**src/rtl/load_store_unit.sv**
```systemverilog
// Load/store unit: turns an ALU effective address plus rs2 into one valid/ack
// data-bus transaction, stalls the core while it is in flight, and returns
// lane-selected, sign/zero-extended load data. Misaligned, illegal-size and
// timed-out accesses end in a one-cycle fault pulse instead of done.
module load_store_unit #(
  parameter int unsigned TIMEOUT = 255
) (
  input  logic        clk,
  input  logic        rst,
  input  logic        mem_read,
  input  logic        mem_write,
  input  logic [2:0]  funct3,
  input  logic [31:0] addr,
  input  logic [31:0] wdata,
  output logic        stall,
  output logic [31:0] rdata,
  output logic        done,
  output logic        fault,
  output logic        bus_req,
  output logic        bus_we,
  output logic [31:0] bus_addr,
  output logic [31:0] bus_wdata,
  output logic [3:0]  bus_be,
  input  logic        bus_ack,
  input  logic [31:0] bus_rdata
);

  localparam logic [1:0] S_IDLE  = 2'd0;
  localparam logic [1:0] S_BUSY  = 2'd1;
  localparam logic [1:0] S_DONE  = 2'd2;
  localparam logic [1:0] S_FAULT = 2'd3;

  // Last BUSY cycle index that may still see an ack (timer counts from 0).
  localparam logic [15:0] TIMEOUT_LAST = 16'(TIMEOUT - 1);

  logic [1:0]  state_r;
  logic [1:0]  state_nxt_s;
  logic        req_s;
  logic        illegal_s;
  logic        timeout_s;
  logic        is_load_r;
  logic [2:0]  funct3_r;
  logic [1:0]  offset_r;
  logic [15:0] timer_r;

  // Byte enables: byte/half shifted to the addressed lane, word uses all four.
  function automatic logic [3:0] byte_en(input logic [2:0] f3, input logic [1:0] off);
    case (f3[1:0])
      2'b00:   byte_en = 4'b0001 << off;
      2'b01:   byte_en = 4'b0011 << off;
      default: byte_en = 4'b1111;
    endcase
  endfunction

  // Store data replicated across lanes so the slave can pick any enabled byte.
  function automatic logic [31:0] store_data(input logic [2:0] f3, input logic [31:0] d);
    case (f3[1:0])
      2'b00:   store_data = {4{d[7:0]}};
      2'b01:   store_data = {2{d[15:0]}};
      default: store_data = d;
    endcase
  endfunction

  // Shift the addressed lane down to bit 0, then sign/zero-extend by size.
  function automatic logic [31:0] load_extend(input logic [2:0] f3, input logic [1:0] off,
                                              input logic [31:0] d);
    logic [31:0] lane;
    lane = d >> {off, 3'b000};
    case (f3)
      3'b000:  load_extend = {{24{lane[7]}}, lane[7:0]};
      3'b001:  load_extend = {{16{lane[15]}}, lane[15:0]};
      3'b100:  load_extend = {24'h000000, lane[7:0]};
      3'b101:  load_extend = {16'h0000, lane[15:0]};
      default: load_extend = lane;
    endcase
  endfunction

  assign req_s     = mem_read | mem_write;
  assign timeout_s = (timer_r == TIMEOUT_LAST);
  assign stall     = ((state_r == S_IDLE) & req_s) | (state_r == S_BUSY);

  // Legality of the request presented in IDLE: op conflict, size code, alignment.
  always_comb begin
    illegal_s = 1'b0;
    if (mem_read && mem_write) begin
      illegal_s = 1'b1;
    end else if (mem_read) begin
      case (funct3)
        3'b000, 3'b100: illegal_s = 1'b0;
        3'b001, 3'b101: illegal_s = addr[0];
        3'b010:         illegal_s = (addr[1:0] != 2'b00);
        default:        illegal_s = 1'b1;
      endcase
    end else if (mem_write) begin
      case (funct3)
        3'b000:  illegal_s = 1'b0;
        3'b001:  illegal_s = addr[0];
        3'b010:  illegal_s = (addr[1:0] != 2'b00);
        default: illegal_s = 1'b1;
      endcase
    end else begin
      illegal_s = 1'b0;
    end
  end

  // Next-state decode; bus_ack only matters while BUSY.
  always_comb begin
    state_nxt_s = S_IDLE;
    case (state_r)
      S_IDLE: begin
        if (req_s) begin
          state_nxt_s = illegal_s ? S_FAULT : S_BUSY;
        end else begin
          state_nxt_s = S_IDLE;
        end
      end
      S_BUSY: begin
        if (bus_ack) begin
          state_nxt_s = S_DONE;
        end else if (timeout_s) begin
          state_nxt_s = S_FAULT;
        end else begin
          state_nxt_s = S_BUSY;
        end
      end
      S_DONE:  state_nxt_s = S_IDLE;
      S_FAULT: state_nxt_s = S_IDLE;
      default: state_nxt_s = S_IDLE;
    endcase
  end

  // State, bus outputs, timer, result pulses and load data capture.
  always_ff @(posedge clk) begin
    if (rst) begin
      state_r   <= S_IDLE;
      bus_req   <= 1'b0;
      bus_we    <= 1'b0;
      bus_addr  <= 32'h0000_0000;
      bus_wdata <= 32'h0000_0000;
      bus_be    <= 4'b0000;
      rdata     <= 32'h0000_0000;
      done      <= 1'b0;
      fault     <= 1'b0;
      timer_r   <= 16'h0000;
      is_load_r <= 1'b0;
      funct3_r  <= 3'b000;
      offset_r  <= 2'b00;
    end else begin
      state_r <= state_nxt_s;
      done    <= (state_nxt_s == S_DONE);
      fault   <= (state_nxt_s == S_FAULT);
      case (state_r)
        S_IDLE: begin
          if (req_s && !illegal_s) begin
            is_load_r <= mem_read;
            funct3_r  <= funct3;
            offset_r  <= addr[1:0];
            bus_req   <= 1'b1;
            bus_we    <= mem_write;
            bus_addr  <= {addr[31:2], 2'b00};
            bus_be    <= byte_en(funct3, addr[1:0]);
            bus_wdata <= mem_write ? store_data(funct3, wdata) : 32'h0000_0000;
          end
        end
        S_BUSY: begin
          if (bus_ack) begin
            bus_req <= 1'b0;
            timer_r <= 16'h0000;
            if (is_load_r) begin
              rdata <= load_extend(funct3_r, offset_r, bus_rdata);
            end
          end else if (timeout_s) begin
            bus_req <= 1'b0;
            timer_r <= 16'h0000;
          end else begin
            timer_r <= timer_r + 16'h0001;
          end
        end
        default: begin
          timer_r <= 16'h0000;
        end
      endcase
    end
  end

endmodule

```
**config.mk**
```make
export PLATFORM = sky130hd
export DESIGN_NAME = load_store_unit
export DESIGN_NICKNAME = d
export VERILOG_FILES = /design/src/rtl/load_store_unit.sv
export SDC_FILE = /design/constraint.sdc
export NUM_CORES = 1
export LEC_CHECK = 0
export ABC_AREA = 1
export CAP_MARGIN = 20
export CORE_MARGIN = 5
export CORE_UTILIZATION = 46
export CTS_BUF_LIST = sky130_fd_sc_hd__clkbuf_4 sky130_fd_sc_hd__clkbuf_8 sky130_fd_sc_hd__clkbuf_16
export DETAILED_ROUTE_END_ITERATION = 8
export HOLD_SLACK_MARGIN = 0.1
export PLACE_DENSITY = 0.8
export SLEW_MARGIN = 5
export SYNTH_ARGS = -nofsm -noshare
export SYNTH_HDL_FRONTEND = slang
export SYNTH_SLANG_ARGS = --single-unit
```
**constraint.sdc**
```tcl
create_clock -name clk -period 1.6 [get_ports clk]
set_input_delay 0.24 -clock clk [delete_from_list [all_inputs] [get_ports clk]]
set_output_delay 0.24 -clock clk [all_outputs]
set_load 0.05 [all_outputs]
```
Word level (Yosys, flattened, before mapping):

Index checks and enable logic that the tools add are counted.

* register bits after elaboration: 126
* input bits: 104
* output and inout port bits: 105
* logic and storage cells: 72

* add/sub/neg operators: 1
* eq/ne operators: 16
* shift operators: 3
* muxes and demuxes: 21
* bitwise logic cells: 3
* reductions and logical operators: 15

Operators with widths (number)
* one-hot mux 32 bit (4 select lines): 1
* one-hot mux 32 bit (2 select lines): 1
* two-way mux 16 bit: 2
* two-way mux 32 bit: 1
* one-hot mux 16 bit (2 select lines): 1
* right shift 32 x 5 -> 32 bit: 1
* adder 16 x 1 -> 16 bit (second input constant): 1
* == test 16 x 8 -> 1 bit (second input constant): 1
* == test 3 bit (second input constant): 4
* == test 2 bit (second input constant): 4
* two-way mux 2 bit: 4
* one-hot mux 4 bit (2 select lines): 1
* == test 3 x 1 -> 1 bit (second input constant): 2
* zero test 3 bit: 2
* two-way mux 1 bit: 6
* one-hot mux 1 bit (3 select lines): 2
* one-hot mux 2 bit (3 select lines): 1
* AND reduction 3 bit: 2
* OR reduction 2 bit: 3
* == test 2 x 1 -> 1 bit (second input constant): 2
* zero test 2 bit: 2
* nonzero test 2 bit: 2
* left shift 1 x 2 -> 4 bit (first input constant): 1
* left shift 2 x 2 -> 4 bit (first input constant): 1
* other kinds (9): 11

Longest topological paths before layout:

Gate-level depths: netlist of run 1.

* depth in word-level cells: 9
* gate-level depth with buffers: 11
* mapped depth without buffers: 10

Least setup slack after synthesis of run 1:

Ideal clock, no wire load.

* kind: register -> register
* start: register offset_r[0]
* end: register rdata[6]
* library setup time: 117 ps
* arrival: 1263 ps
* required time: 1483 ps
* slack: 221 ps
* cell stages (with the launch flop): 10
* buffers on the path: 3
* clock period less this slack: 1379 ps
* path through: dfxtp_1 buf_4 inv_2 buf_6 buf_2 or2_2 o21ai_0 o21ai_0 o211ai_1 inv_1

* word-level cells in the longest chain between the ends: 2

Ends and longest elaborated chain
* start: declaration: line 43 `logic [1:0] offset_r;`
* start signal: assignment: line 157 `offset_r <= addr[1:0];`
* right shift 32 x 5 -> 32 bit: line 68 `lane = d >> {off, 3'b000};`
* one-hot mux 32 bit (4 select lines): line 69 `case (f3)`
* end signal: assignment: line 170 `rdata <= load_extend(funct3_r, offset_r, bus_rdata);`
* end: declaration: line 16 `output logic [31:0] rdata,`

No other way between the ends.
A chain may end at the register's enable or synchronous reset.

Worst setup path after layout of run 1:

* start: input port mem_read
* end: output port stall

* word-level cells in the longest chain between the ends: 3

Ends and longest elaborated chain
* start: declaration: line 10 `input logic mem_read,`
* OR 1 bit: line 78 `assign req_s = mem_read | mem_write;`
* bitwise AND 1 bit: line 80 `assign stall = ((state_r == S_IDLE) & req_s) | (state_r == S_BUSY);`
* OR 1 bit: line 80
* end: declaration: line 15 `output logic stall,`

No other way between the ends.

==> flow_metrics.tcl, run 1 <==
set metrics [dict create \
    start_kind "input port" \
    diodes 0 \
    io_pins 209 \
    crit_fanout 3 \
    setup-tns-final_ns 0 \
    setup_viol_count_final 0 \
    final_util_pct 68.4 \
    numPortBuffers 206 \
    ys.flop_type "dfxtp_1" \
    power_mw 9.54 \
    fin_ws_ns 0.0793 \
    wl_per_cell_um 13.9 \
    ys_seq_area_share_pct 40.7 \
    die_x_um 126 \
    path_class "input port to output port" \
    synth-compound-area-share_pct 16.7 \
    dp_hpwl_um 13300 \
    root_buffer "clkbuf_16" \
    drv_slew 0 \
    cp-end-kind "output port" \
    cp_common_cell "nor2_4" \
    pre_cts_ws_ns -0.283 \
    synthMuxAreaShare_pct 0 \
    rows 42 \
    drtIter0Drc 716 \
    synthCells 928 \
    vdd_drop_max_mv 0.745 \
    arrival_ns 1.28 \
    htree_levels 4 \
    clk_pin_slew_ns 0.06 \
    fmax_mhz 658 \
    worstHoldPathType "input port to flip-flop" \
    path_cells "clkdlybuf4s50_1 > nor2_4 > nor2_4 > inv_2 > nand2_4 > buf_12" \
    grt_max_degree 60 \
    grt_pass1_wl_um 30100 \
    powerDensity_mw_per_mm2 1050 \
    yosysWarnings 0 \
    clk_path_buf_depth 2 \
    insertion_delay_ns 0.41 \
    totalWireLength_um 18500 \
    synth_area_per_cell_um2 6.67 \
    synth-xor-area-share_pct 0.990 \
    synth_edf_count 0 \
    max_stage_delay_ns 0.58 \
    hold_violations 0 \
    hold_slack_ns 0.308 \
    drive_above_1_share_pct 19.5 \
    nets 1248 \
    first_pass_iters 7 \
    post-route-period-util_pct 95.0 \
    startpoint "mem_read" \
    min-delay-start "rst" \
    ant_nets 0 \
    cts.sinks 126 \
    max_slew_margin_pct 55.9 \
    finClkSkew_ns 0.00612 \
    cts_tree "yes" \
    synthToLayoutAreaGrowth_pct 46.2 \
    syn_area_mm2 0.00619 \
    fp.coreArea_mm2 0.0132 \
    antenna_found_initial 0 \
    leakage_nw 4.22 \
    cts_buffers 17 \
    ys_ff_latch 126 \
    synth.distinct_cells 35 \
    initial_utilization_pct 46.8 \
    overflow 0 \
    drc 0 \
    vias 6687 \
    synthSimpleGateAreaFrac_pct 30.0 \
    r2r_start "state_r[0]$_SDFF_PP0_" \
    max_cap_violations 0 \
    status "finished clean" \
    postSynth.asyncResetShare_pct 0 \
    worstMarginPinSlew_ns 0.660 \
    post-route-min-period_ns 1.52 \
    grt_pass1_vias 6181 \
    finalWeightedCongestion 0.882 \
    synth_top_family_by_area "simple AND/OR/NAND/NOR gates" \
    dieArea_mm2 0.0159 \
    slowest_stage "clkdlybuf4s50_1" \
    viasPerCell 5.02 \
    synth_adder_area_share_pct 0.404 \
    worstPathRequired_ns 1.36 \
    grtUsageTotal_pct 22.7 \
    die_y_um 126 \
]
==> final cells by class <==
class                           count  area, um^2
Tap cell                          176         220
Fill cell                        1117        4190
Clock inverter                     10         136
Inverter                           94         355
Timing Repair Buffer              252        2300
Multi-Input combinational cell    651        3040
Clock buffer                       22         482
Sequential cell                   126        2530
==> worst max-delay path: cells and delay by family <==
| family | cells | cell delay (ns) |
|---|---|---|
| and+or+nand+nor | 3 | 0.27 |
| buffers and inverters | 3 | 0.77 |
==> worst paths after layout <==
kind	to	depth (start not counted)	slack, ns
setup / recovery	stall	6	0.08
hold / removal	state_r[0]$_SDFF_PP0_	3	0.31
setup reg to reg	timer_r[13]$_SDFFE_PP0N_	10	0.13
hold reg to reg	bus_wdata[23]$_SDFFE_PP0P_	2	0.46
==> cells by family after synthesis <==
kind of cell               count (synthesis)
AOI/OAI and AO/OA                        184
xor gates and xnor gates                   7
adders and majority gates                  2
buffers and inverters                    152
DFF                                      126
other                                      1
and+or+nand+nor                          456
==> cell usage in the layout, fill, tap and decap left out, types with 15 or more instances in the layout <==
cell / netlist / routed
inv_1: 88 / 85
dfxtp_1: 126 / 122
clkdlybuf4s50_1: 0 / 101
clkbuf_16: 0 / 17
nor2_1: 169 / 166
a31oi_1: 15 / 15
o211ai_1: 18 / 18
buf_4: 10 / 136
a21oi_1: 61 / 61
o21ai_1: 18 / 18
o21ai_0: 53 / 53
nand2_1: 223 / 221
nand3_1: 38 / 36
==> power by group <==
group          internal [mW]  leakage, nW  switching (mW)  total [mW]
registers               3.30         1.02          0.0952        3.39
clock network           2.60        0.299            1.40        4.00
logic                  0.831         2.89            1.32        2.15
total                   6.73         4.22            2.81        9.54
==> routing by layer <==
metal,global-route usage (%),up-vias,routed length [um]
met3,7.45,24,1780
li1,-,3364,-
met1,29.2,3008,7790
met4,5.24,0,209
met2,37.2,291,8770
met5,0,-,0
==> stage by stage <==
stage	cell area [um^2]	cells
detailed placement	8360	1296
global placement	8360	1296
global route	9050	1331
CTS	9020	1331
finish	9050	1331
floorplan	6200	929
==> state kept, by name, summed over array words and instances, names as in the netlist, 2 cells and up <==
name	cells
rdata	32
offset_r	2
state_r	2
timer_r	16
bus_addr	30
bus_wdata	32
bus_be	4
funct3_r	3
==> cell usage after synthesis, types with 7 or more instances <==
library cell  number  area (um^2)
a211oi_1           8         60.1
a21o_1             7         52.6
a21oi_1           61          305
a31oi_1           15         93.8
buf_2             19         95.1
buf_4             10         75.1
buf_6              8         90.1
clkbuf_1          19         71.3
dfxtp_1          126         2520
inv_1             88          330
nand2_1          223          837
nand3_1           38          190
nor2_1           169          634
o211ai_1          18          135
o21ai_0           53          265
o21ai_1           18         90.1
or2_2              7         43.8
==> what timing repair did <==
item / in CTS / in global routing
gates resized for setup: 10 / 14
setup endpoints to repair: 14 / 37
buffers inserted: 3 / 1
pin swaps: 2 / 3
hold buffers: 0 / 0
Note: power is estimated with default switching activity, not from simulation.
==> inputs of run 2 (changes only) <==
GPL_TIMING_DRIVEN = 0   (was not set)
==> run 2 against run 1 <==
  * Sequential share of layout area shrank 0.27 points
  * Clock-buffer cell count grew 1
  * Sequential power is essentially flat
  * Cell area grew 0.91%
  * Clock skew is essentially flat
  * Wire length grew 7.8%
  * Utilization grew 0.62 points
  * Die area is the same
  * Critical path depth is the same
  * Register-to-register slack lost 0.03 ns
  * Combinational power shrank 2%
  * Power shrank 1.7%
  * Largest power group unchanged
==> flow_metrics.tcl, run 2 (same netlist as run 1, synthesis figures left out) <==
set metrics [dict create \
    worstHoldPathType "input port to flip-flop" \
    status "finished clean" \
    fin_area_mm2 0.00914 \
    r2r_setup_slack_ns 0.10 \
    dp_hpwl_um 15000 \
    cp_common_cell "nor2_4" \
    first_pass_iters 6 \
    postCtsHoldBufs 0 \
    rows 42 \
    power_mw 9.38 \
    rsz0062_at_grt "true" \
    die_y_um 126 \
    reg2regPathDepth 10 \
    hold_violations 0 \
    fmax_mhz 625 \
    fillerInstances 1183 \
    r2r-end "rdata[21]$_SDFFE_PP0P_" \
    worstMarginPinSlew_ns 0.575 \
    initial_utilization_pct 46.8 \
    numPortBuffers 205 \
    antenna_found_initial 2 \
    finalWeightedCongestion 0.983 \
    worstPathRequired_ns 1.36 \
    insertion_delay_ns 0.42 \
    path_cells "nor2_4 > inv_4 > nor2_4 > inv_2 > nand2_2 > buf_8" \
    cts_tree "yes" \
    die_x_um 126 \
    placed_area_mm2 0.00847 \
    nets 1264 \
    drtIter0Drc 497 \
    final_common_cell "nand2_1" \
    htree_levels 4 \
    drc 0 \
    r2r_start "offset_r[0]$_SDFFE_PP0P_" \
    drive_above_1_share_pct 10.8 \
    wl_per_cell_um 14.8 \
    grt_max_degree 17 \
    dieArea_mm2 0.0159 \
    min-delay-start "funct3[1]" \
    layout_common_cells "nand2_1, nor2_1, dfxtp_1" \
    min_path_cells 3 \
    root_buffer "clkbuf_16" \
    cts.sinks 126 \
    drv_slew 0 \
    start_kind "flip-flop" \
    clk_path_buf_depth 2 \
    powerDensity_mw_per_mm2 1030 \
    grt_pass1_vias 6324 \
    slowest_stage "dfxtp_2" \
    ant_nets 0 \
    min_to "funct3_r[1]$_SDFFE_PP0P_" \
    post-route-period-util_pct 100 \
    io_pins 209 \
    grt_pass1_wl_um 31500 \
    overflow 0 \
    cts_buffers 17 \
    leakage_nw 4.42 \
    setup-tns-final_ns 0 \
    cp-end-kind "output port" \
    path_class "flip-flop to output port" \
    fp.coreArea_mm2 0.0132 \
    setup_viol_count_final 0 \
    vdd_drop_max_mv 0.785 \
    vias 6758 \
    viasPerCell 5.01 \
    crit_fanout 4 \
    totalWireLength_um 20000 \
    finClkSkew_ns 0.00656 \
    max_slew_margin_pct 61.8 \
    largest_registers "bus_wdata x32, rdata x32, bus_addr x30" \
    arrival_ns 1.36 \
    max_cap_violations 0 \
    synthToLayoutAreaGrowth_pct 47.5 \
    max_stage_delay_ns 0.33 \
    hold_slack_ns 0.110 \
    clk_pin_slew_ns 0.05 \
    grtUsageTotal_pct 24.5 \
    post-route-min-period_ns 1.60 \
]
## run 2: cell count changes in the layout (fill, tap and decap cells not counted), sizes merged, moves of 2 or more
cell | previous run | this run
dlymetal6s2s | 0 | 2
clkdlybuf4s50 | 101 | 99
dlygate4sd2 | 1 | 94
clkdlybuf4s15 | 0 | 8
diode | 0 | 2
buf | 150 | 45
clkbuf | 22 | 43
inv | 94 | 92
clkinvlp | 3 | 5
## run 2: repair_timing
action / CTS / global route
gates resized for setup: 117 / 59
buffers inserted: 1 / 5
setup endpoints to repair: 162 / 122
pin swaps: 1 / 6
## run 2: stage by stage
step,worst slack [ns],instances,util (%)
after floorplan,0.221,929,-
after global placement,-0.725,1310,64.0
after detailed placement,-0.735,1310,64.0
after CTS,0.00198,1342,67.7
after global routing,-0.0659,1349,69.0
final,0.000137,1349,69.0
## run 2: final cells by class
type / count / area, um^2 / area share (%)
Inverter: 94 / 360 / 3.94
Sequential cell: 126 / 2530 / 27.6
Antenna cell: 2 / 5.00 / 0.0548
Clock inverter: 9 / 109 / 1.19
Clock buffer: 23 / 495 / 5.42
Buffer: 57 / 370 / 4.05
Tap cell: 176 / 220 / 2.41
Multi-Input combinational cell: 651 / 3070 / 33.6
Timing Repair Buffer: 211 / 1980 / 21.7
## run 2: power by group
| part | total (mW) | switching [mW] | internal [mW] |
|---|---|---|---|
| Clock | 3.90 | 1.42 | 2.49 |
| Sequential | 3.38 | 0.0796 | 3.30 |
| Combinational | 2.10 | 1.36 | 0.742 |
## run 2: worst max-delay path: cells and delay by family, from the launching register on
family        cells  cell delay (ns)
simple gates      3             0.34
flops             1             0.33
buf+inv           3             0.27
## run 2: worst max-delay path by stage
stage                             startpoint                     to  slack [ns]  cells past startpoint
finish                 state_r[1]$_SDFF_PP0_                  stall      0.0001                      6
global route           state_r[1]$_SDFF_PP0_                  stall       -0.07                      6
CTS                    state_r[0]$_SDFF_PP0_                  stall       0.002                      6
detailed placement                 mem_write                  stall       -0.73                      7
global placement                   mem_write                  stall       -0.72                      7
floorplan           offset_r[0]$_SDFFE_PP0P_  rdata[6]$_SDFFE_PP0P_        0.22                      9
## run 2: per-layer routing
metal / GRT usage (%) / routed length, um / up-vias
met5: 0 / 0 / -
met3: 10.3 / 2020 / 38
met1: 29.0 / 8150 / 2998
met2: 40.6 / 9350 / 303
li1: - / - / 3419
met4: 7.19 / 465 / 0
==> RTL edit: new RTL, config.mk and constraints of run 1 <==
Put one more register stage on the output `fault`, cleared by the reset. The value now appears one clock later. The other outputs are not delayed to match. Comments in the files are not updated.
--- a/src/rtl/load_store_unit.sv
+++ b/src/rtl/load_store_unit.sv
@@ -32,6 +32,8 @@
 
   // Last BUSY cycle index that may still see an ack (timer counts from 0).
   localparam logic [15:0] TIMEOUT_LAST = 16'(TIMEOUT - 1);
+
+  logic fault_s0;
 
   logic [1:0]  state_r;
   logic [1:0]  state_nxt_s;
@@ -140,7 +142,7 @@
       bus_be    <= 4'b0000;
       rdata     <= 32'h0000_0000;
       done      <= 1'b0;
-      fault     <= 1'b0;
+      fault_s0  <= 1'b0;
       timer_r   <= 16'h0000;
       is_load_r <= 1'b0;
       funct3_r  <= 3'b000;
@@ -148,7 +150,7 @@
     end else begin
       state_r <= state_nxt_s;
       done    <= (state_nxt_s == S_DONE);
-      fault   <= (state_nxt_s == S_FAULT);
+      fault_s0 <= (state_nxt_s == S_FAULT);
       case (state_r)
         S_IDLE: begin
           if (req_s && !illegal_s) begin
@@ -183,5 +185,13 @@
     end
   end
 
+  always_ff @(posedge clk) begin
+    if (rst) begin
+      fault <= '0;
+    end else begin
+      fault <= fault_s0;
+    end
+  end
+
 endmodule
 
Function: changed (a bounded check fails within 4 cycles, from zero or initial values and one cycle with rst high).
==> RTL edit against run 1 <==
Cell count rose by 3.0%; critical path type is now reg2out; sequential cell count rose by 1; setup slack got worse by 0.010 ns; first-iteration DRC count fell by 5.9%; routed wire length rose by 3.9%; area after synthesis rose by 3.3%; combinational power rose by 12%; power rose by 1.9%; final area rose by 2.2%; via count rose by 3.9%.
==> RTL edit: results (changes against run 1) <==
\begin{tabular}{lr}
\hline
Metric & Value \\
\hline
\multicolumn{2}{l}{\textbf{Placed design}} \\
Last weighted congestion value of the routability-driven placer & 0.900 (+2.0\%) \\
Worst-case setup slack after placement & -0.253 ns (+0.0304 ns) \\
Area after detailed placement & 8640 um2 (+3.4\%) \\
Number of placed instances, taps included & 1339 (+3.3\%) \\
Detailed placement HPWL & 14500 um (+8.9\%) \\
\multicolumn{2}{l}{\textbf{Critical path}} \\
Count of cells along the worst register-to-register path & 9 (-1) \\
FF-to-FF Start & offset\_r[0] \\
Highest-delay cell along the critical path & dfxtp\_2 \\
Reg-to-Reg End & rdata[31] \\
Worst Setup SP & state\_r[1] \\
Family of cells with the greatest summed delay on the critical path & flip-flops \\
CP Max Fanout & 2 (-1) \\
\multicolumn{2}{l}{\textbf{Synthesis}} \\
Synthesized area per cell & 6.74 um2 (+0.92\%) \\
Cells taking the most area after synthesis & dfxtp\_1 (40\%), nor2\_1 (11\%), nand2\_1 (10\%) \\
Share of synthesized area occupied by flip-flops and latches & 39.7\% (-0.99 points) \\
Yosys cell types & 36 (+2.9\%) \\
\multicolumn{2}{l}{\textbf{Finish}} \\
Final core utilization & 67.2\% (-1.2 points) \\
Seq cells & 127 (+0.79\%) \\
Area taken by flip-flops and latches & 2550 um2 (+0.74\%) \\
Non-Clock Buffer Area Fraction & 26.2\% (+0.81 points) \\
Final instance count without filler cells & 1371 (+3.0\%) \\
Multi-input gate area & 3110 um2 (+2.3\%) \\
\#MultiIn Comb & 663 (+1.8\%) \\
CLK BUF & 20 (-9.1\%) \\
Layout buffer count excluding clock buffers & 274 (+8.7\%) \\
Proportion of layout cells with a drive suffix above 1 & 20.2\% (+0.67 points) \\
Number of non-clock inverters in the layout & 96 (+2.1\%) \\
\multicolumn{2}{l}{\textbf{Detailed routing}} \\
Vias per inst & 5.07 (+0.90\%) \\
TritonRoute pass-1 iters & 6 (-1) \\
Average routed wire per standard cell & 14.1 um (+0.85\%) \\
Violation count after the first detailed-routing iteration & 674 (-5.9\%) \\
\multicolumn{2}{l}{\textbf{Hold path}} \\
Endpoint of the worst hold-timing path & timer\_r[0] \\
Hold depth & 4 (+1) \\
\multicolumn{2}{l}{\textbf{Global routing}} \\
Met3 Resource Use GR & 6.71\% (-0.74 points) \\
Pin count of the biggest net entering global routing & 45 (-25\%) \\
Number of global-route vias before repair & 6563 (+6.2\%) \\
\multicolumn{2}{l}{\textbf{STA}} \\
Min cycle time layout & 1.53 ns (+0.0102 ns) \\
Worst Skew & 0.00782 ns (+0.00170 ns) \\
\multicolumn{2}{l}{\textbf{Outcome}} \\
Run status & finished clean \\
\multicolumn{2}{l}{\textbf{Power and ir drop}} \\
Static power due to leakage & 4.28 nW (+1.6\%) \\
Worst voltage drop across the vdd grid & 699 uV (-6.1\%) \\
\multicolumn{2}{l}{\textbf{Floorplan}} \\
X dimension of the die & 128 um (+1.5\%) \\
\hline
\end{tabular}
[RTL edit: cell types whose count changed in the layout (fill, tap and decap cells not counted), moves of 7 or more]
cell      delta
o21ai_0     +31
a31oi_1     -15
or2_2        +8
o21ai_1      -8
nand2_1     -47
a211oi_1     -8
buf_4       +26
nand4_1     +38
a21o_1       -7
nor2_1      +23
[RTL edit: kinds of logic (layout without fill, tap and decap cells)]
logic type / after synthesis / count (layout) / share of synthesized area, %
AOI/OAI and AO/OA: 182 / 182 / 15.1
xor gates and xnor gates: 9 / 9 / 1.23
adders and majority gates: 2 / 2 / 0.391
buffers and inverters: 161 / 401 / 12.0
DFF: 127 / 127 / 39.7
other: 1 / 2 / 0.0586
and+or+nand+nor: 468 / 468 / 31.5
[RTL edit: worst reg2reg max path, cell delays in order, from the launching register on]
cell	delay, ns
dfxtp_1	0.33
inv_2	0.20
nand2_1	0.08
nand2_1	0.10
nor2_1	0.05
a21oi_1	0.15
nand2_1	0.10
nand2_2	0.26
o21ai_0	0.14
inv_1	0.06
[RTL edit: metal layers]
| metal | wire (um) | part of all wire, % |
|---|---|---|
| met1 | 8070 | 42 |
| met2 | 8990 | 47 |
| met3 | 1830 | 9.5 |
| met4 | 379 | 2.0 |
| met5 | 0 | 0 |
[RTL edit: where the power goes]
group	switching, mW	total [mW]	internal (mW)
clock network	1.38	3.86	2.48
logic	1.50	2.41	0.909
registers	0.105	3.45	3.35
[RTL edit: timing repair]
item	4_1_cts	5_1_grt
pin swaps	1	1
gates resized for setup	4	12
setup endpoints to repair	1	33
setup buffers	1	0
endpoints found under the hold margin	0	0
